File: config.mk
export PLATFORM = sky130hd
export DESIGN_NAME = dmem_lsu
export DESIGN_NICKNAME = d
export VERILOG_FILES = /design/src/rtl/dmem_lsu_pkg.sv /design/src/rtl/dmem_lsu_lane_align.sv /design/src/rtl/dmem_lsu.sv
export SDC_FILE = /design/constraint.sdc
export NUM_CORES = 1
export LEC_CHECK = 0
export BUFFER_PORTS_ARGS = -buffer_cell sky130_fd_sc_hd__buf_2
export CORE_AREA = 8 8 113 135
export CTS_CLUSTER_SIZE = 12
export DETAILED_ROUTE_END_ITERATION = 10
export DIE_AREA = 0 0 121 143
export PLACE_DENSITY = 0.8
export SLEW_MARGIN = 20
export SYNTH_ARGS = -nofsm -noshare
export SYNTH_HDL_FRONTEND = slang
export SYNTH_SLANG_ARGS = --single-unit
File: constraint.sdc
create_clock -name clk -period 2.7 [get_ports clk]
set_input_delay 0.135 -clock clk [delete_from_list [all_inputs] [get_ports clk]]
set_output_delay 0.135 -clock clk [all_outputs]
set_load 0.05 [all_outputs]
File: src/rtl/dmem_lsu_pkg.sv
`default_nettype none
// +------------------------------------------------------------------+
// | dmem_lsu_pkg                                                     |
// | Shared constants for the data-memory load/store unit: funct3     |
// | codes, FSM state encoding, region tags and memory type code.     |
// | Revision: 1.0                                                    |
// +------------------------------------------------------------------+
package dmem_lsu_pkg;

   // RV32I load funct3 codes
   localparam logic [2:0] F3_LB  = 3'b000;
   localparam logic [2:0] F3_LH  = 3'b001;
   localparam logic [2:0] F3_LW  = 3'b010;
   localparam logic [2:0] F3_LBU = 3'b100;
   localparam logic [2:0] F3_LHU = 3'b101;

   // RV32I store funct3 codes
   localparam logic [2:0] F3_SB  = 3'b000;
   localparam logic [2:0] F3_SH  = 3'b001;
   localparam logic [2:0] F3_SW  = 3'b010;

   // FSM state encoding
   localparam logic [1:0] ST_IDLE = 2'd0;
   localparam logic [1:0] ST_RD   = 2'd1;
   localparam logic [1:0] ST_WR   = 2'd2;
   localparam logic [1:0] ST_RESP = 2'd3;

   // addr[31:18] region tags
   localparam logic [13:0] DMEM_TAG = 14'h2000;
   localparam logic [13:0] SROM_TAG = 14'h0004;

   // Memory port always moves whole words
   localparam logic [2:0] MEM_TYPE_WORD = 3'b010;

endpackage
`default_nettype wire

File: src/rtl/dmem_lsu_lane_align.sv
`default_nettype none
// +------------------------------------------------------------------+
// | lsu_lane_align                                                   |
// | Combinational byte-lane logic: load extraction with sign/zero    |
// | extension, and store merge of a byte/half into an existing word. |
// | Revision: 1.0                                                    |
// +------------------------------------------------------------------+
module lsu_lane_align
   import dmem_lsu_pkg::*;
(
   input  logic [31:0] word,
   input  logic [31:0] wdata,
   input  logic [1:0]  addr_lo,
   input  logic [2:0]  funct3,
   output logic [31:0] load_data,
   output logic [31:0] merged
);

   logic [7:0]  byte_lane;
   logic [15:0] half_lane;

   // Pick the addressed lane and extend it according to the load type
   always_comb begin
      byte_lane = word[{addr_lo, 3'b000} +: 8];
      half_lane = addr_lo[1] ? word[31:16] : word[15:0];
      case (funct3)
         F3_LB:   load_data = {{24{byte_lane[7]}}, byte_lane};
         F3_LH:   load_data = {{16{half_lane[15]}}, half_lane};
         F3_LW:   load_data = word;
         F3_LBU:  load_data = {24'h0, byte_lane};
         F3_LHU:  load_data = {16'h0, half_lane};
         default: load_data = 32'h0;
      endcase
   end

   // Overwrite only the addressed lane; other bytes keep the read word
   always_comb begin
      merged = word;
      case (funct3)
         F3_SB: merged[{addr_lo, 3'b000} +: 8] = wdata[7:0];
         F3_SH: begin
            if (addr_lo[1]) merged[31:16] = wdata[15:0];
            else            merged[15:0]  = wdata[15:0];
         end
         default: merged = wdata;
      endcase
   end

endmodule
`default_nettype wire

File: src/rtl/dmem_lsu.sv
`default_nettype none
// +------------------------------------------------------------------+
// | dmem_lsu                                                         |
// | Load/store unit between the RV32I execute stage and a word-wide  |
// | data memory. Byte/half loads are extracted locally; byte/half    |
// | stores use read-modify-write. Illegal accesses are rejected.     |
// | Revision: 1.0                                                    |
// +------------------------------------------------------------------+
module dmem_lsu
   import dmem_lsu_pkg::*;
(
   input  logic        clk,
   input  logic        rst_n,
   input  logic        req_valid,
   output logic        req_ready,
   input  logic        req_we,
   input  logic [2:0]  req_funct3,
   input  logic [31:0] req_addr,
   input  logic [31:0] req_wdata,
   output logic        resp_valid,
   output logic [31:0] resp_rdata,
   output logic        resp_err,
   output logic        mem_read,
   output logic        mem_write,
   output logic [31:0] mem_addr,
   output logic [31:0] mem_wdata,
   output logic [2:0]  mem_type,
   input  logic [31:0] mem_rdata
);

   logic [1:0]  state;
   logic [1:0]  state_nxt;
   logic [31:0] addr_q;
   logic [31:0] wdata_q;
   logic [31:0] rdata_q;
   logic [31:0] merged_q;
   logic        we_q;
   logic [2:0]  f3_q;
   logic        err_q;
   logic        req_err;
   logic        req_is_sw;
   logic        in_dmem;
   logic        in_srom;
   logic        f3_ok;
   logic [31:0] lane_load;
   logic [31:0] lane_merged;

   lsu_lane_align u_lane_align (
      .word      (mem_rdata),
      .wdata     (wdata_q),
      .addr_lo   (addr_q[1:0]),
      .funct3    (f3_q),
      .load_data (lane_load),
      .merged    (lane_merged)
   );

   // Classify the incoming request; any error skips the memory entirely
   always_comb begin
      in_dmem   = (req_addr[31:18] == DMEM_TAG);
      in_srom   = (req_addr[31:18] == SROM_TAG);
      req_is_sw = req_we && (req_funct3 == F3_SW);
      if (req_we) f3_ok = req_funct3 inside {F3_SB, F3_SH, F3_SW};
      else        f3_ok = req_funct3 inside {F3_LB, F3_LH, F3_LW, F3_LBU, F3_LHU};
      // funct3[1:0]==01 covers LH/LHU/SH, ==10 covers LW/SW
      req_err = !f3_ok
             || ((req_funct3[1:0] == 2'b01) && req_addr[0])
             || ((req_funct3[1:0] == 2'b10) && (req_addr[1:0] != 2'b00))
             || !(in_dmem || in_srom)
             || (req_we && in_srom);
   end

   // State register
   always_ff @(posedge clk) begin
      if (!rst_n) state <= ST_IDLE;
      else        state <= state_nxt;
   end

   // Next-state selection
   always_comb begin
      state_nxt = state;
      case (state)
         ST_IDLE: begin
            if (req_valid) begin
               if (req_err)        state_nxt = ST_RESP;
               else if (req_is_sw) state_nxt = ST_WR;
               else                state_nxt = ST_RD;
            end
         end
         ST_RD:   state_nxt = we_q ? ST_WR : ST_RESP;
         ST_WR:   state_nxt = ST_RESP;
         default: state_nxt = ST_IDLE;
      endcase
   end

   // Request capture at accept, read-data capture in RD
   always_ff @(posedge clk) begin
      if (!rst_n) begin
         addr_q   <= 32'h0;
         wdata_q  <= 32'h0;
         rdata_q  <= 32'h0;
         merged_q <= 32'h0;
         we_q     <= 1'b0;
         f3_q     <= 3'b000;
         err_q    <= 1'b0;
      end else if ((state == ST_IDLE) && req_valid) begin
         addr_q  <= req_addr;
         wdata_q <= req_wdata;
         we_q    <= req_we;
         f3_q    <= req_funct3;
         err_q   <= req_err;
         rdata_q <= 32'h0;
      end else if (state == ST_RD) begin
         if (we_q) merged_q <= lane_merged;
         else      rdata_q  <= lane_load;
      end
   end

   // Outputs decoded from state; strobes gated by reset so an aborting edge never writes
   always_comb begin
      req_ready  = (state == ST_IDLE);
      resp_valid = (state == ST_RESP);
      resp_rdata = (state == ST_RESP) ? rdata_q : 32'h0;
      resp_err   = (state == ST_RESP) && err_q;
      mem_read   = (state == ST_RD) && rst_n;
      mem_write  = (state == ST_WR) && rst_n;
      mem_addr   = ((state == ST_RD) || (state == ST_WR)) ? {addr_q[31:2], 2'b00} : 32'h0;
      mem_wdata  = 32'h0;
      if (state == ST_WR) mem_wdata = (f3_q == F3_SW) ? wdata_q : merged_q;
      mem_type   = MEM_TYPE_WORD;
   end

endmodule
`default_nettype wire

Word-level counts from Yosys, hierarchy flattened --
Cells that the tools add are included.
Storage, ports and cells: bits in registers 135, word-level logic and storage cells 72
Cells by class: add/sub/neg operators 1, equal/unequal tests 16, shift operators 3, mux-type cells 16, bitwise operators 3, reductions and logical operators 25
Operators with widths (number):
- $pmux 32 s5 | 1
- $mux 32 | 4
- $pmux 32 s2 | 1
- $mux 16 | 3
- $bwmux 32 | 1
- $shift 8x7->32 const A | 1
- $shiftx 32x6->8 | 1
- $shiftx 8x7->32 | 1
- $eq 14x14->1 const B | 1
- $eq 14x3->1 const B | 1
- $eq 3x3->1 const B | 4
- $logic_and 1x1->1 | 8
- $neg 5->7 | 1
- $eq 2x2->1 const B | 3
- $eq 3x1->1 const B | 2
- $eq 3x2->1 const B | 2
- $logic_not 3->1 | 2
- $logic_or 1x1->1 | 6
- $mux 2 | 3
- $pmux 2 s3 | 1
- $reduce_bool 5->1 | 1
- $eq 2x1->1 const B | 2
- $not 1->1 | 3
- $reduce_and 3->1 | 1
- 8 further kinds | 10

Logic depth before layout (Yosys ltp) --
word-level depth 11, mapped depth 10, depth with buffers taken out 7

Modules after synthesis --
A second synthesis with hierarchy kept.
Unflattened totals: cell total of the unflattened synthesis 948, area, all modules 7609.8 um^2
By module, submodules not included:
- dmem_lsu | instances 1, cells each 660, area an instance 5636.7 um^2
- lsu_lane_align | instances 1, cells each 288, area an instance 1973.1 um^2

Worst setup path after synthesis --
Ideal clock, no wire load.
kind reg2reg, start reg addr_q[1], end reg merged_q[30], arrival 2025 ps, data required time 2583 ps, slack 559 ps, stages on the path, launching flop included 11, buffers on the path 3, cells stage by stage dfxtp_1 > buf_4 > inv_2 > clkbuf_1 > ha_1 > nor4_1 > and4b_1 > buf_2 > a221oi_2 > o21ai_1 > a22o_1
Between the ends: word-level cells in the longest chain between the ends 4, elaborated cells on any way between the ends 6, classes of those cells add/sub (1); shift (2); mux (3)
Ends and longest elaborated chain:
- start: declaration | RTL line dmem_lsu.sv:33 | logic [31:0] addr_q;
- start signal: assignment | RTL line dmem_lsu.sv:106 | addr_q <= req_addr;
- $neg 5->7 | RTL line dmem_lsu_lane_align.sv:40 | F3_SB: merged[{addr_lo, 3'b000} +: 8] = wdata[7:0];
- $shiftx 8x7->32 or $shift 8x7->32 (tied branches) | RTL line dmem_lsu_lane_align.sv:40
- $bwmux 32 | RTL line dmem_lsu_lane_align.sv:40
- $pmux 32 s2 * | RTL line dmem_lsu_lane_align.sv:39 | case (funct3)
- end signal: assignment | RTL line dmem_lsu.sv:113 | if (we_q) merged_q <= lane_merged;
- end: declaration | RTL line dmem_lsu.sv:36 | logic [31:0] merged_q;
Every way passes the cells marked *; elsewhere a longest branch is shown, timed or not. A chain may end at the register's enable or synchronous reset.

Final worst setup path --
start reg f3_q[1], end out mem_wdata[18]
Between the ends: word-level cells in the longest chain between the ends 3
Ends and longest elaborated chain:
- start: declaration | RTL line dmem_lsu.sv:38 | logic [2:0] f3_q;
- start signal: assignment | RTL line dmem_lsu.sv:109 | f3_q <= req_funct3;
- $eq 3x2->1 | RTL line dmem_lsu.sv:128 | if (state == ST_WR) mem_wdata = (f3_q == F3_SW) ? wdata_q : merged_q;
- $mux 32 (2 in a row) | RTL line dmem_lsu.sv:128
- end: declaration | RTL line dmem_lsu.sv:26 | output logic [31:0] mem_wdata,
No other way between the ends.

==> flow_summary.yaml <==
sta:
  tns_ns: 0
  final-hold-violation-count: 0
  rsz0062_at_grt: "false"
  finalWorstSetupSlack_ns: 0.200
  setup_viol: 0
  fin_skew_ns: 0.00880
  max_slew_margin: 0.469
  timing.final.crit_period_ns: 2.50
  tightestPinTransition_ns: 0.790
  slew_viol_final: 0
  finalCritPeriodShare: 0.926
  fmax_ghz: 0.400
route:
  viasPerCell: 5.92
  ant_nets: 0
  post-route-drc-count: 0
  wl_per_cell_um: 20.1
  first_pass_iters: 6
  routed-via-count: 7124
  drt_iter0_drc: 764
  wl_um: 24200
synth:
  yosys.area.top_type_share: 0.407
  synth_mux_area_frac: 0.0205
  synth_compound_area_frac: 0.316
  yosysWarnings: 0
  async_reset_ff_frac: 0
  synthTopCellsByArea: "dfxtp_1 41%, a22o_1 10%, nand2_1 7.2%, and2_1 6.2%, a221oi_1 4.2%"
  synth_cell_types: 53
  seq_area_frac_synth: 0.407
  synth_top_family_by_area: "compound AO/OA/AOI/OAI gates"
  synth-xor-area-share: 0
  yosys.area_share.simple: 0.186
  avgSynthCellArea_um2: 8.51
  synth-seq-cells: 135
  synth.most_common_cell: "dfxtp_1"
  syn_inst: 780
  synthTopCellsByCount: "135 x dfxtp_1, 128 x nand2_1, 78 x a22o_1"
  synth_area_leader_cell: "dfxtp_1"
  synthAdderAreaFrac: 0.0170
  syn_area_mm2: 0.00664
  synth-edff-count: 0
  synth_flop_cell: "dfxtp_1"
placed_design:
  hpwl_um: 16100
  place_congestion: 0.910
  io_buffer_count: 201
  place_ws_ns: 0.507
power:
  power.leakage_nw: 3.92
  power_density_mw_per_mm2: 871
  finalPower_mw: 7.90
  vdd_drop_max_uv: 569
worst_setup_path:
  arrival_ns: 2.36
  critPathLaunchType: "flop"
  cp_cell_sequence: "nor3b_4, buf_4, nand2_1, a21boi_1, buf_2"
  cp_num_cells: 5
  cp-end-kind: "primary output"
  path_class: "flop to primary output"
  worst_path_max_delay_cell: "dfxtp_1"
  critPathBufInv: 2
  reg2reg_depth: 6
  r2r_end: "merged_q[29]$_SDFFE_PN0P_"
  required_ns: 2.57
  worst_path_largest_cell_delay_ns: 0.67
  crit_fanout: 20
  r2r_start: "addr_q[1]$_SDFFE_PN0P_"
  cpLargestDelayFamily: "flip-flops"
  ff2ff_setup_slack_ns: 0.42
final_layout:
  n_fill_cell: 972
  area_growth_pct: 36.6
  fin_nets: 1134
  drive_above_1_share: 0.257
worst_hold_path:
  worstHoldPathCells: 3
  hold_path_class: "primary input to flop"
  min-delay-start: "mem_rdata[14]"
  holdPathEnd: "rdata_q[6]$_SDFFE_PP0P_"
global_route:
  grt_pass1_wl_um: 37800
  antenna_found_initial: 0
  overflow: 0
  grt_pass1_vias: 6934
  grt_usage: 0.275
  grt_max_degree: 68
floorplanning:
  die_area_mm2: 0.0173
  num_rows: 46
  fp.dieH_um: 143
  fp.dieW_um: 121
  start_util: 0.508
  core-area_mm2: 0.0131
  io-pin-count: 207
clocking:
  insertion_delay_ns: 0.42
  htree_levels: 4
  numCtsBuffers: 17
  cts_tree: "yes"
  clkSinkCount: 135
  root_buffer: "clkbuf_16"
  clkSlewWorstSetupHoldPaths_ns: 0.06
  clockBufferDepth: 2
run:
  maxCapViolCount: 0
status:
  status: "complete, no violations"
==> timing repair <==
| item | in CTS | in global routing |
|---|---|---|
| buffers inserted | 0 | 0 |
| resized for setup | 0 | 0 |
| endpoints found under the hold margin | 74 | 0 |
| hold buffers | 74 | 0 |
==> metrics by stage <==
| step | cell area [um2] | hold WS, ns | util | instances |
|---|---|---|---|---|
| after global routing | 9070 | 0.0584 | 0.694 | 1203 |
| after floorplan | 6650 | 0.260 | - | 783 |
| final | 9070 | 0.0614 | 0.694 | 1204 |
| after CTS | 9070 | 0.0443 | 0.694 | 1203 |
| after global placement | 7700 | 0.343 | 0.589 | 1097 |
| after detailed placement | 7700 | 0.346 | 0.589 | 1097 |
==> tightest hold or removal path, delay by kind of cell <==
family | cells | cell delay (ns)
AO/OA/AOI/OAI | 2 | 0.20
buffers and inverters | 1 | 0.11
==> how the worst max path moves through the flow <==
stage | start | end | slack [ns]
2_1_floorplan | addr_q[1]$_SDFFE_PN0P_ | merged_q[30]$_SDFFE_PN0P_ | 0.56
3_3_place_gp | addr_q[1]$_SDFFE_PN0P_ | merged_q[24]$_SDFFE_PN0P_ | 0.58
3_5_place_dp | addr_q[1]$_SDFFE_PN0P_ | merged_q[31]$_SDFFE_PN0P_ | 0.51
4_1_cts | f3_q[1]$_SDFFE_PN0P_ | mem_wdata[9] | 0.29
5_1_grt | f3_q[1]$_SDFFE_PN0P_ | mem_wdata[18] | 0.11
6_report | f3_q[1]$_SDFFE_PN0P_ | mem_wdata[18] | 0.20
==> cells in the final DEF, fill, tap and decap left out, types with 3 or more instances in the layout <==
| cell | instances |
|---|---|
| a221oi_1 | 32 |
| nor3b_1 | 9 |
| dfxtp_1 | 135 |
| clkbuf_16 | 17 |
| clkinvlp_4 | 3 |
| nand2_1 | 128 |
| nor4_1 | 5 |
| clkinv_2 | 3 |
| and2_1 | 66 |
| a22o_1 | 78 |
| a22oi_1 | 14 |
| buf_2 | 201 |
| bufinv_16 | 4 |
| buf_4 | 17 |
| and3_1 | 4 |
| a21boi_1 | 32 |
| dlygate4sd3_1 | 74 |
| o21ai_0 | 25 |
| nor2b_1 | 4 |
| a31oi_1 | 6 |
| conb_1 | 5 |
| a21oi_1 | 42 |
| inv_2 | 3 |
| o21ai_1 | 51 |
| mux2_1 | 9 |
| nor2_1 | 15 |
| ha_1 | 9 |
| inv_1 | 3 |
==> metal layers <==
layer / global-route usage / wire [um] / vias up
li1: - / - / 3288
met1: 0.330 / 9350 / 3315
met2: 0.434 / 11400 / 443
met3: 0.0806 / 2470 / 78
met4: 0.146 / 975 / 0
met5: 0 / 0 / -
==> logic make-up (layout without fill, tap and decap cells) <==
logic type	Yosys count	count (layout)
muxes	12	12
adders and majority gates	9	9
and+or+nand+nor	250	250
buffers and inverters	78	330
AOI/OAI and AO/OA	294	294
DFF	135	135
other	2	6
==> final cells by class <==
cell class,count,area (um2),share of cell area
timing repair buffer,292,1870,0.207
clock inverter,12,175,0.0193
multi-input combinational,570,3630,0.400
tap,168,210,0.0232
sequential,135,2700,0.298
antenna,1,2.50,0.000276
inverter,6,22.5,0.00248
clock buffer,20,457,0.0503
==> power by group <==
part           switching (mW)  internal, mW  leakage [nW]
clock                   0.910          1.59         0.302
sequential              0.294          2.32          1.10
combinational            1.83         0.951          2.52
total                    3.04          4.86          3.92
==> sequential cells by signal, indices dropped and copies added, names as in the netlist <==
name	flops
addr_q	32
merged_q	32
rdata_q	32
wdata_q	32
f3_q	3
state	2
err_q	1
we_q	1
No activity file was read; power rests on OpenSTA's default activity.
